[config.mk]
export PLATFORM = sky130hd
export DESIGN_NAME = ring_counter_param
export DESIGN_NICKNAME = d
export VERILOG_FILES = /design/src/rtl/ring_counter_pkg.sv /design/src/rtl/ring_counter_legal_chk.sv /design/src/rtl/ring_counter_param.sv
export SDC_FILE = /design/constraint.sdc
export NUM_CORES = 1
export LEC_CHECK = 0
export CAP_MARGIN = 20
export CORE_AREA = 2 2 39 41
export DETAILED_ROUTE_END_ITERATION = 6
export DIE_AREA = 0 0 41 43
export DONT_BUFFER_PORTS = 1
export GPL_TIMING_DRIVEN = 0
export SETUP_SLACK_MARGIN = 0.5
export SYNTH_ARGS = -nofsm -noshare
export SYNTH_HDL_FRONTEND = slang
export SYNTH_HIERARCHICAL = 1
export SYNTH_SLANG_ARGS = --single-unit
[constraint.sdc]
create_clock -name clk -period 3.3 [get_ports clk]
set_clock_uncertainty 0.1 [all_clocks]
set_input_delay 0.33 -clock clk [delete_from_list [all_inputs] [get_ports clk]]
set_output_delay 0.33 -clock clk [all_outputs]
set_load 0.05 [all_outputs]
[src/rtl/ring_counter_pkg.sv]
// Shared definitions for the parametrised ring / Johnson counter.
// Provides mode/direction encodings, the per-edge action type and the seed helper.
package ring_counter_pkg;

    localparam logic MODE_RING    = 1'b0;
    localparam logic MODE_JOHNSON = 1'b1;
    localparam logic DIR_UP       = 1'b0;
    localparam logic DIR_DOWN     = 1'b1;

    // Widest counter the seed helper can describe.
    localparam int SEED_MAX = 64;

    // What the counter does on a given edge, in priority order.
    typedef enum logic [2:0] {
        ACT_HOLD    = 3'd0,
        ACT_LOAD    = 3'd1,
        ACT_RESEED  = 3'd2,
        ACT_SHIFT   = 3'd3,
        ACT_CORRECT = 3'd4
    } act_e;

    // Seed pattern for a mode, right-aligned in a SEED_MAX-bit word.
    // Ring seeds with a single one in bit 0; Johnson seeds with all zeros.
    // Callers truncate the result to their own width.
    function automatic logic [SEED_MAX-1:0] seed(
        input logic mode,
        input int   width
    );
        logic [SEED_MAX-1:0] s;
        s = '0;
        for (int i = 0; i < SEED_MAX; i++) begin
            if (i < width) begin
                s[i] = (mode == MODE_RING) && (i == 0);
            end
        end
        return s;
    endfunction

endpackage

[src/rtl/ring_counter_legal_chk.sv]
// Legal-state detector for the ring / Johnson counter (purely combinational).
// Ports: q (counter state), mode (0 ring, 1 Johnson) -> legal (1 = valid state).
module ring_counter_legal_chk
    import ring_counter_pkg::*;
#(
    parameter int WIDTH = 4
) (
    input  logic [WIDTH-1:0] q,
    input  logic             mode,
    output logic             legal
);

    logic one_hot;
    logic johnson_ok;
    int   edges;

    // A Johnson state is a single run of ones anchored at one end, or
    // all-zero / all-one: that is exactly "at most one 0/1 boundary".
    always_comb begin
        edges = 0;
        for (int i = 0; i < WIDTH - 1; i++) begin
            if (q[i] != q[i+1]) begin
                edges = edges + 1;
            end
        end
        johnson_ok = (edges <= 1);
        one_hot    = ($countones(q) == 1);
    end

    always_comb begin
        legal = 1'b0;
        if (mode == MODE_RING) begin
            legal = one_hot;
        end else begin
            legal = johnson_ok;
        end
    end

endmodule

[src/rtl/ring_counter_param.sv]
// Parametrised shift-register counter: one-hot ring or Johnson sequence,
// run-time mode/direction, synchronous enable and load, registered wrap pulse.
// Ports: clk, reset (async, active high), en, mode, dir, load, load_val[WIDTH]
//        -> q[WIDTH], wrap, err.
// Build option: define RING_COUNTER_SELF_CORRECT_EN to replace enabled shifts
// out of an illegal state with the current mode's seed and pulse err;
// otherwise err is tied low and illegal states shift normally.
module ring_counter_param
    import ring_counter_pkg::*;
#(
    parameter int WIDTH      = 4,
    parameter bit RESET_MODE = 1'b0
) (
    input  logic             clk,
    input  logic             reset,
    input  logic             en,
    input  logic             mode,
    input  logic             dir,
    input  logic             load,
    input  logic [WIDTH-1:0] load_val,
    output logic [WIDTH-1:0] q,
    output logic             wrap,
    output logic             err
);

    if (WIDTH < 2) begin : g_bad_width
        $error("ring_counter_param: WIDTH must be >= 2");
    end

    localparam logic [WIDTH-1:0] RST_SEED = WIDTH'(seed(RESET_MODE, WIDTH));

    logic [WIDTH-1:0] q_r;
    logic [WIDTH-1:0] q_d;
    logic             mode_q;
    logic             mode_d;
    logic             wrap_r;
    logic             wrap_d;
    logic [WIDTH-1:0] seed_cur;
    logic [WIDTH-1:0] seed_new;
    logic [WIDTH-1:0] shifted;
    act_e             act;

`ifdef RING_COUNTER_SELF_CORRECT_EN
    logic legal;
    logic err_r;
    logic err_d;

    ring_counter_legal_chk #(
        .WIDTH (WIDTH)
    ) u_legal_chk (
        .q     (q_r),
        .mode  (mode_q),
        .legal (legal)
    );
`endif

    // seed_cur: seed of the mode currently running (wrap / correction target).
    // seed_new: seed of the requested mode (reseed target on a mode change).
    always_comb begin
        seed_cur = WIDTH'(seed(mode_q, WIDTH));
        seed_new = WIDTH'(seed(mode, WIDTH));
    end

    // Single-step shift for the running mode and the current direction.
    // Johnson feeds back the inverted bit that falls off the far end.
    always_comb begin
        shifted = q_r;
        unique case ({mode_q, dir})
            {MODE_RING, DIR_UP}:
                shifted = {q_r[WIDTH-2:0], q_r[WIDTH-1]};
            {MODE_RING, DIR_DOWN}:
                shifted = {q_r[0], q_r[WIDTH-1:1]};
            {MODE_JOHNSON, DIR_UP}:
                shifted = {q_r[WIDTH-2:0], ~q_r[WIDTH-1]};
            {MODE_JOHNSON, DIR_DOWN}:
                shifted = {~q_r[0], q_r[WIDTH-1:1]};
            default:
                shifted = q_r;
        endcase
    end

    // Edge action: load > mode change > enabled shift > hold.
    always_comb begin
        act = ACT_HOLD;
        if (load) begin
            act = ACT_LOAD;
        end else if (mode != mode_q) begin
            act = ACT_RESEED;
        end else if (en) begin
`ifdef RING_COUNTER_SELF_CORRECT_EN
            act = legal ? ACT_SHIFT : ACT_CORRECT;
`else
            act = ACT_SHIFT;
`endif
        end
    end

    // Next-state values for the chosen action; pulses default low.
    always_comb begin
        q_d    = q_r;
        mode_d = mode_q;
        wrap_d = 1'b0;
`ifdef RING_COUNTER_SELF_CORRECT_EN
        err_d  = 1'b0;
`endif
        unique case (act)
            ACT_LOAD: begin
                q_d    = load_val;
                mode_d = mode;
            end
            ACT_RESEED: begin
                q_d    = seed_new;
                mode_d = mode;
            end
            ACT_SHIFT: begin
                q_d    = shifted;
                wrap_d = (shifted == seed_cur);
            end
`ifdef RING_COUNTER_SELF_CORRECT_EN
            ACT_CORRECT: begin
                q_d   = seed_cur;
                err_d = 1'b1;
            end
`endif
            default: begin
                q_d = q_r;
            end
        endcase
    end

    always_ff @(posedge clk or posedge reset) begin
        if (reset) begin
            q_r    <= RST_SEED;
            mode_q <= RESET_MODE;
            wrap_r <= 1'b0;
        end else begin
            q_r    <= q_d;
            mode_q <= mode_d;
            wrap_r <= wrap_d;
        end
    end

`ifdef RING_COUNTER_SELF_CORRECT_EN
    always_ff @(posedge clk or posedge reset) begin
        if (reset) begin
            err_r <= 1'b0;
        end else begin
            err_r <= err_d;
        end
    end

    assign err = err_r;
`else
    assign err = 1'b0;
`endif

    assign q    = q_r;
    assign wrap = wrap_r;

endmodule

---- Yosys cells after proc, flatten, opt, wreduce, memory -nomap -nowiden ----
Index checks and enable logic that the tools add are counted.
cells by class
  equal/unequal tests ..................... 8
  muxes and demuxes ....................... 6
  bitwise logic cells ..................... 4
  reduce and logical (&&, ||, !) cells .... 3
operator list
  operator              number
  $pmux W4 S4           1
  $pmux W4 S3           1
  $eq A3 B2 Y1 const B  2
  $mux W2               3
  $eq A2 B2 Y1 const B  2
  $eq A4 B1 Y1          1
  $not A1 Y1            4
  $eq A3 B1 Y1 const B  1
  $reduce_bool A3 Y1    1
  $eq A2 B1 Y1 const B  1
  $logic_not A2 Y1      1
  $reduce_or A2 Y1      1
  $mux W1               1
  $ne A1 B1 Y1          1
storage, ports and cells
  bits in registers ....................... 6

---- Depth between registers and ports, before layout ----
Gate-level depths: netlist (run 1).
  depth in word-level cells ............... 5
  gate-level depth with buffers ........... 8

---- Worst setup path before layout (run 1) ----
OpenSTA, ideal clock, no wires.
  path kind ............................... register -> register
  from .................................... register mode_q
  to ...................................... register q_r[3] (netlist: q[3])
  path buffers ............................ 2
  arrival time ............................ 1641 ps
  slack ................................... 1433 ps
  stages on the path, launching flop included .. 9
  library setup time ...................... 126 ps
  path through ............................ dfrtp_1 -> buf_2 -> xnor2_1 -> nor2b_1 -> or2_1 -> ha_1 -> clkbuf_1 -> nor3b_1 -> a221o_1
on the way
  word-level cells in the longest chain between the ends .. 5
RTL lines
  what                                               line                       source
  start, declared                                    ring_counter_param.sv:34   logic mode_q;
  start signal, assigned                             ring_counter_param.sv:138  mode_q <= mode_d;
  $ne A1 B1 Y1                                       ring_counter_param.sv:87   end else if (mode != mode_q) begin
  $mux W2                                            ring_counter_param.sv:87
  $mux W2                                            ring_counter_param.sv:85   if (load) begin
  $eq A3 B2 Y1 or $eq A3 B1 Y1 (tied branches)       ring_counter_param.sv:106  unique case (act)
  $pmux W4 S3 or $reduce_bool A3 Y1 (tied branches)  -
  end signal, assigned                               ring_counter_param.sv:137  q_r <= q_d;
  end, declared                                      ring_counter_param.sv:32   logic [WIDTH-1:0] q_r;
Several ways; a longest one is shown, not always the timed one.
A chain may end at the register's enable or synchronous reset.

---- Final worst setup path (run 1) ----
Ends and elaborated chain as after synthesis.

==> out/results.ini, run 1 <==
[sta]
rsz0062_at_grt = false
relSlewSlack_pct = 56.8
hold_viol = 0
maxSlewViolCount = 0
finalSetupTns_ps = 0
fmax_mhz = 478
post-route-min-period_ps = 2090
worstMarginPinSlew_ps = 648
fin_ws_ps = 1210
setup_violations = 0
fin_crit_sh_pct = 63.4

[setup_path]
cp-start-kind = flip-flop
timing.rr.start = mode_q$_DFFE_PP0P_
crit_path_cell_trace = buf_2 -> xnor2_1 -> nor2b_1 -> or2_1 -> ha_1 -> clkbuf_1 -> nor3b_1 -> a221o_1
cp_top_family = buffers and inverters
critPathSlowestCell = dfrtp_1
worstSetupPathType = reg2reg
worst_ep_required_time_ps = 3320
endpoint_kind = flip-flop
crit_start = mode_q$_DFFE_PP0P_
critPathArrivalTime_ps = 2110
path_buf_inv = 2
critPathMaxFanout = 9
critPathMaxStageDelay_ps = 350

[flow_run]
drv_cap = 0

[worst_hold_path]
min_path_type = in2reg
hold_start = mode

[routing]
highest_layer = met4
drt-total-wl_um = 975
drt_iter0_markers = 16
first_pass_iters = 4
wl_met2_um = 471
via_per_inst = 5.18
antenna_left = 0
drc = 0
wl_met3_um = 53
vias = 378
wl_per_cell_um = 13.4
wl_met1_um = 424

[global_route]
grt_overflow_total = 0
grt_pass1_wl_mm = 1.56
grt_max_degree = 10
grt_pass1_vias = 393
antenna_found_initial = 0
track_usage_pct = 12.7

[placed_design]
dp_worst_setup_slack_ps = 1210
numPortBuffers = 0
dpl.hpwl_um = 753
place_congestion = 0.716

[clocking]
cts_buffers = 3
path_clk_slew_ps = 40
post_cts_buffers = 0
cts-htree-levels = 1
tritoncts = yes
clkSinkCount = 6
cts_root_buf = clkbuf_4
cts_resized = 0
clk_path_buf_depth = 2
clock_latency_ps = 250

[synthesis]
synth_cell_type_count = 26
yosysWarnings = 6
synth_area_leaders = dfrtp_1, ha_1, mux2_4
synth-seq-area-share_pct = 32.3
synth_nets = 65
yosys.area.top_type = dfrtp_1
synth_top_cell_area_share_pct = 26.7
netlist_area_um2 = 469
syn_avg_cell_area_um2 = 9.02
ys_ff_latch = 6
synth_cells = 52

[power_and_ir_drop]
p_comb_share_pct = 33.1
p_leak_nw = 0.235
p_seq_share_pct = 48.0
powerDensity_mw_per_mm2 = 749
p_clk_share_pct = 19.0
ir_drop_uv = 187
switching_share_pct = 47.4
power_mw = 0.394
netSwitchingPower_mw = 0.187
p_int_mw = 0.207

[floorplan]
rows = 14
ios = 16
initial_utilization_pct = 33.9
dieHeight_um = 43
die-area_mm2 = 0.00176
die_w_um = 41
core_region_area_mm2 = 0.00138

[layout]
final_core_util_pct = 38.0
final_cell_mix = inv_1, nand2_1, dfrtp_1
drive_above_1_share_pct = 17.5
area.growth.synth_to_final_pct = 12.0
diodes = 0
final_nets = 71

[status]
status = completed

==> logic make-up after synthesis <==
kind of cell	synth area share, %
other cells	0.799
flops	32.3
compound gates	19.5
xor+xnor	5.60
fa+ha+maj	8.00
mux	6.40
simple gates	17.6
buf+inv	9.87
==> final timing paths <==
| check | to | slack [ps] | cells after the start |
|---|---|---|---|
| max | q[3]$_DFFE_PP0P_ | 1210 | 8 |
| min | mode_q$_DFFE_PP0P_ | 150 | 2 |
| max reg2reg | q[3]$_DFFE_PP0P_ | 1210 | 8 |
| min reg2reg | mode_q$_DFFE_PP0P_ | 540 | 3 |
| max in group asynchronous | q[0]$_DFFE_PP1P_ | 2510 | 2 |
| min in group asynchronous | wrap$_DFF_PP0_ | 330 | 2 |
==> power groups by stage <==
stage	clock network, mW	registers (mW)	logic, mW
after floorplan	0	0.179	0.112
after global placement	0	0.189	0.127
after detailed placement	0	0.189	0.129
after CTS	0.0753	0.188	0.131
after global routing	0.0785	0.194	0.147
final	0.0747	0.189	0.130
==> cell type report <==
type	instances	area [um^2]
plain buffers	4	27.5
clock buffers	4	26.3
fillers	142	858
inverters	5	18.8
multi-input cells	37	272
flip-flops and latches	6	151
well taps	16	20.0
repair buffers	1	10.0
==> layer usage <==
metal / global-route usage [%] / vias up
met5: 0 / -
met1: 15.5 / 175
met2: 19.1 / 12
met3: 2.62 / 4
met4: 8.00 / 0
li1: - / 187
==> synth_stat cells, drive strengths merged <==
master  instances
a21oi           4
a221o           1
a221oi          4
buf             3
clkbuf          1
conb            1
dfrtp           5
dfstp           1
ha              3
inv             5
mux2            2
nand2           5
nor2            4
nor2b           2
nor3b           1
nor4b           1
o211ai          2
o21ai           1
or2             1
or2b            1
or3             1
xnor2           2
xor2            1
==> metrics by stage <==
step / instances / hold slack [ps] / instance area (um^2)
5_1_grt: 73 / 183 / 526
6_report: 73 / 150 / 526
3_5_place_dp: 68 / 52.8 / 489
2_1_floorplan: 52 / 20.2 / 469
4_1_cts: 73 / 151 / 526
3_3_place_gp: 68 / 43.7 / 489
==> registers in the layout, indices dropped and copies added, names as in the netlist <==
name	flops
q	4
mode_q	1
wrap	1
==> what timing repair did <==
item	in CTS	in global routing
hold buffers	1	0
hold endpoints to repair	5	0
endpoints found under the setup margin	0	0
(Power assumes the default switching activity.)
==> run 2, diff against run 1 <==
==> constraint.sdc (replaced) <==
create_clock -name clk -period 2.1 [get_ports clk]
set_clock_uncertainty 0.1 [all_clocks]
set_input_delay 0.21 -clock clk [delete_from_list [all_inputs] [get_ports clk]]
set_output_delay 0.21 -clock clk [all_outputs]
set_load 0.05 [all_outputs]
==> run 2 against run 1 <==
Effect of this change: fmax is 18% higher; die area stayed put; global-route usage is 1.8 points higher; register-to-register slack worse by 890 ps; flip-flop and latch count stayed put; combinational power is 130% higher; final cell count is 5.5% higher; critical endpoint unchanged.
==> out/results.ini, run 2 (synthesized netlist as in run 1, its figures left out) <==
[setup_path]
timing.rr.start = mode_q$_DFFE_PP0P_
worstSetupPathType = reg2reg
crit_path_cell_trace = buf_6 -> xnor2_4 -> nor2b_4 -> or2_1 -> ha_2 -> buf_8 -> nor3b_2 -> a221o_1
reg2reg_depth = 8
critPathMaxFanout = 5
critPathMaxStageDelay_ps = 370
cp-start-kind = flip-flop
critPathSlowestCell = dfrtp_1
worst_ep_required_time_ps = 2130
critPathArrivalTime_ps = 1810
crit_start = mode_q$_DFFE_PP0P_
endpoint_kind = flip-flop

[placed_design]
numPortBuffers = 0
dpl.hpwl_um = 714
dp_worst_setup_slack_ps = 241
place_congestion = 0.665
dpl_cell_area_um2 = 528

[layout]
final_nets = 75
largest_reg_flops = 4
area.growth.synth_to_final_pct = 40.3
drive_above_1_share_pct = 44.3
diodes = 0
final_core_util_pct = 47.6
final_cell_mix = inv_1, nand2_1, dfrtp_1
postLayoutCellArea_um2 = 658

[sta]
hold_viol = 0
setup_violations = 0
worstMarginPinSlew_ps = 620
fin_crit_sh_pct = 84.7
fin_ws_ps = 320
maxSlewViolCount = 0
relSlewSlack_pct = 58.7
post-route-min-period_ps = 1780
finalSetupTns_ps = 0
fmax_mhz = 562
rsz0062_at_grt = true

[flow_run]
drv_cap = 0

[clocking]
cts-htree-levels = 1
clk_path_buf_depth = 2
cts_root_buf = clkbuf_4
clock_latency_ps = 250
cts_buffers = 3
path_clk_slew_ps = 50
clkSinkCount = 6
tritoncts = yes

[floorplan]
rows = 14
ios = 16
die-area_mm2 = 0.00176
initial_utilization_pct = 33.9
core_region_area_mm2 = 0.00138
die_w_um = 41
dieHeight_um = 43

[power_and_ir_drop]
p_leak_nw = 0.285
ir_drop_uv = 517
powerDensity_mw_per_mm2 = 1090

[worst_hold_path]
hold_depth = 2
min_path_type = in2reg
hold_start = load_val[1]

[routing]
drc = 0
wl_per_cell_um = 13.7
drt_iter0_markers = 3
first_pass_iters = 4
antenna_left = 0
vias = 398
via_per_inst = 5.17
drt-total-wl_mm = 1.06

[global_route]
grt_max_degree = 9
track_usage_pct = 14.5
grt_overflow_total = 0
grt_pass1_vias = 392
grt_pass1_wl_mm = 1.61
antenna_found_initial = 0

[status]
status = completed

==> run 2: cell types whose count changed in the layout (fill, tap and decap cells not counted), moves of 2 or more <==
cell / before / now
a221oi_1: 3 / 1
a221oi_2: 1 / 3
buf_4: 1 / 4
ha_1: 3 / 0
ha_2: 0 / 2
nor2_1: 4 / 2
nor2_2: 0 / 2
==> run 2: path summary, 6_finish.rpt <==
kind / end / slack, ps
worst max register to register: q[3]$_DFFE_PP0P_ / 320
worst min-delay path: q[1]$_DFFE_PP0P_ / 40
max in group asynchronous: q[0]$_DFFE_PP1P_ / 1410
worst max-delay path: q[3]$_DFFE_PP0P_ / 320
min in group asynchronous: q[3]$_DFFE_PP0P_ / 220
worst min register to register: q[0]$_DFFE_PP1P_ / 570
==> run 2: cell type report <==
class	count	area (um^2)
timing repair buffer	5	40.0
inverter	5	18.8
clock buffer	4	26.3
tap	16	20.0
fill	130	726
buffer	4	45.0
multi-input combinational	37	357
sequential	6	151
==> run 2: metal layers <==
metal / track usage (%) / up-vias / part of all wire (%)
li1: - / 195 / -
met1: 17.5 / 187 / 41
met2: 19.7 / 14 / 47
met3: 7.85 / 2 / 11
met4: 8.00 / 0 / 1.3
met5: 0 / - / 0
==> run 2: repair_timing <==
item                       4_1_cts  5_1_grt
hold buffers                     1        0
gates resized for setup          9        3
buffers inserted                 2        1
hold endpoints to repair         6        0
gates cloned                     1        0
pin swaps                        1        1
setup endpoints to repair        5        6
==> run 2: worst max-delay path: cells and delay by family, from the launching register on <==
family,cells,cell delay [ps]
adders and majority gates,1,190
DFF,1,370
buffers and inverters,2,250
and+or+nand+nor,3,310
AOI/OAI and AO/OA,1,310
xor gates and xnor gates,1,140
==> run 2: stage by stage <==
step	power [mW]	instances	hold WS, ps
2_1_floorplan	0.486	52	-99.8
3_3_place_gp	0.522	68	-65.8
3_5_place_dp	0.527	68	-60.5
4_1_cts	0.711	76	27.8
5_1_grt	0.767	77	31.6
6_report	0.716	77	35.5
==> run 2: report_power, final <==
part	leakage [nW]	switching [mW]	internal, mW
combinational	0.198	0.133	0.170
sequential	0.0724	0.143	0.153
clock	0.0150	0.0456	0.0722
==> run 3, diff against run 2 <==
==> constraint.sdc (replaced) <==
create_clock -name clk -period 1.8 [get_ports clk]
set_clock_uncertainty 0.1 [all_clocks]
set_input_delay 0.18 -clock clk [delete_from_list [all_inputs] [get_ports clk]]
set_output_delay 0.18 -clock clk [all_outputs]
set_load 0.05 [all_outputs]
==> run 3 against run 2 <==
Effect of this change: critical endpoint unchanged; largest cell class unchanged; first-iteration DRC count rose to 4.0 times the previous value; the run now ends with negative hold slack, negative setup slack left; clock power grew 22%; sequential share of layout area rose by 0.77 points; combinational power rose by 13%; die area stayed put.
==> out/results.ini, run 3 (synthesized netlist as in run 1, its figures left out) <==
[sta]
rsz0062_at_grt = true
post-route-min-period_ps = 1830
setup_violations = 1
fmax_mhz = 548
fin_ws_ps = -26.2
relSlewSlack_pct = 59.2
worstMarginPinSlew_ps = 612
hold_viol = 1
maxSlewViolCount = 0
hold_ws_ps = -0.265
fin_crit_sh_pct = 101

[status]
status = finished, violations left
violations = negative hold slack, negative setup slack

[global_route]
grt_pass1_wl_mm = 1.73
track_usage_pct = 15.0
grt_max_degree = 9
use_met3_pct = 5.76
grt_use_met1_pct = 19.0
grt_overflow_total = 0
grt_pass1_vias = 411
top_usage_layer = met2
antenna_found_initial = 0
use_met2_pct = 20.9

[setup_path]
critPathSlowestCell = dfrtp_1
endpoint = q[3]$_DFFE_PP0P_
critPathArrivalTime_ps = 1920
cp-start-kind = flip-flop
reg2reg_to = q[3]$_DFFE_PP0P_
crit_cells = 8
worstSetupPathType = reg2reg
ff2ff_setup_slack_ps = -30
crit_start = mode_q$_DFFE_PP0P_
critPathMaxFanout = 5
path_buf_inv = 2
endpoint_kind = flip-flop
timing.rr.start = mode_q$_DFFE_PP0P_
critPathMaxStageDelay_ps = 370
reg2reg_depth = 8
crit_path_cell_trace = buf_6 -> xnor2_4 -> nor2b_4 -> or2_1 -> ha_2 -> buf_8 -> nor4b_4 -> a221o_1
cp_top_family = simple AND/OR/NAND/NOR gates
worst_ep_required_time_ps = 1890

[floorplan]
dieHeight_um = 43
die-area_mm2 = 0.00176
rows = 14
die_w_um = 41
initial_utilization_pct = 33.9
ios = 16
core_region_area_mm2 = 0.00138

[power_and_ir_drop]
p_int_mw = 0.455
powerDensity_mw_per_mm2 = 1300
ir_drop_uv = 597
p_clk_share_pct = 17.4
netSwitchingPower_mw = 0.372
p_leak_nw = 0.280
p_seq_share_pct = 41.5
power_mw = 0.828
switching_share_pct = 45.0
p_comb_share_pct = 41.1

[placed_design]
numPortBuffers = 0
dpl.hpwl_um = 746
place_congestion = 0.658

[worst_hold_path]
min_path_type = in2reg

[clocking]
clk_path_buf_depth = 2
path_clk_slew_ps = 50
clkSinkCount = 6
cts-htree-levels = 1
clock_latency_ps = 250
cts_buffers = 3
tritoncts = yes
cts_root_buf = clkbuf_4

[layout]
fillers = 138
diodes = 0
multi_input_area_um2 = 335
largest_reg_flops = 4
drive_above_1_share_pct = 41.0
area.growth.synth_to_final_pct = 35.7
final_core_util_pct = 46.0
final_nets = 75
final_cell_mix = inv_1, nand2_1, dfrtp_1
layout.area.seq_um2 = 151

[routing]
wl_per_cell_um = 13.3
via_per_inst = 5.39
antenna_left = 0
drt_iter0_markers = 12
vias = 415
drt-total-wl_mm = 1.02
drc = 0
first_pass_iters = 4

[flow_run]
drv_cap = 0

run 3: cell count changes in the layout (fill, tap and decap cells not counted):
cell and delta:
nor3b_1 +1, ha_2 +1, ha_4 -1, o21ai_0 -1
o21ai_1 +1, a221oi_1 +1, nor3b_2 -1, a221oi_2 -1
run 3: timing repair:
action / 4_1_cts / 5_1_grt
setup buffers: 3 / 0
setup endpoints to repair: 6 / 8
hold endpoints to repair: 6 / 0
pin swaps: 2 / 1
cloned: 1 / 0
resized for setup: 7 / 2
hold buffers: 1 / 0
run 3: worst reg2reg max path, stage by stage, from the launching register on:
cell and delay, ps:
dfrtp_1 370, buf_6 130, xnor2_4 120, nor2b_4 130
or2_1 200, ha_2 190, buf_8 130, nor4b_4 250
a221o_1 150
run 3: cell type report:
type                       instances  share of cell area (%)
buffer                             4                    7.07
clock buffer                       4                    4.13
inverter                           5                    2.95
multi-input combinational         37                    52.7
sequential                         6                    23.8
tap                               16                    3.14
timing repair buffer               5                    6.29
run 3: power groups by stage:
stage | Sequential (mW) | Combinational (mW) | Clock (mW)
2_1_floorplan | 0.331 | 0.238 | 0
3_3_place_gp | 0.346 | 0.265 | 0
3_5_place_dp | 0.348 | 0.272 | 0
4_1_cts | 0.345 | 0.339 | 0.147
5_1_grt | 0.351 | 0.377 | 0.162
6_report | 0.343 | 0.340 | 0.144
run 3: how the worst min path moves through the flow:
stage / start / to / slack (ps) / depth (start not counted)
after floorplan: reset / mode_q$_DFFE_PP0P_ / -130 / 1
after global placement: reset / wrap$_DFF_PP0_ / -100 / 1
after detailed placement: reset / wrap$_DFF_PP0_ / -90 / 1
after CTS: mode / mode_q$_DFFE_PP0P_ / 5 / 2
after global routing: load_val[1] / q[1]$_DFFE_PP0P_ / 20 / 2
final: mode / mode_q$_DFFE_PP0P_ / -0.3 / 2
run 3: through the flow:
stage	cells	setup WS (ps)	cell area (um^2)	TNS [ps]
2_1_floorplan	52	28.9	508	0
6_report	77	-26.2	637	-26.2
5_1_grt	77	-89.6	637	-231
3_5_place_dp	68	-104	528	-342
3_3_place_gp	68	-69.9	528	-226
4_1_cts	77	-50.5	633	-96.3
run 3: routing by layer:
layer | routed length (um) | share of wire, % | vias up
li1 | - | - | 196
met5 | 0 | 0 | -
met3 | 98 | 9.6 | 2
met2 | 467 | 46 | 15
met4 | 13 | 1.3 | 0
met1 | 441 | 43 | 202
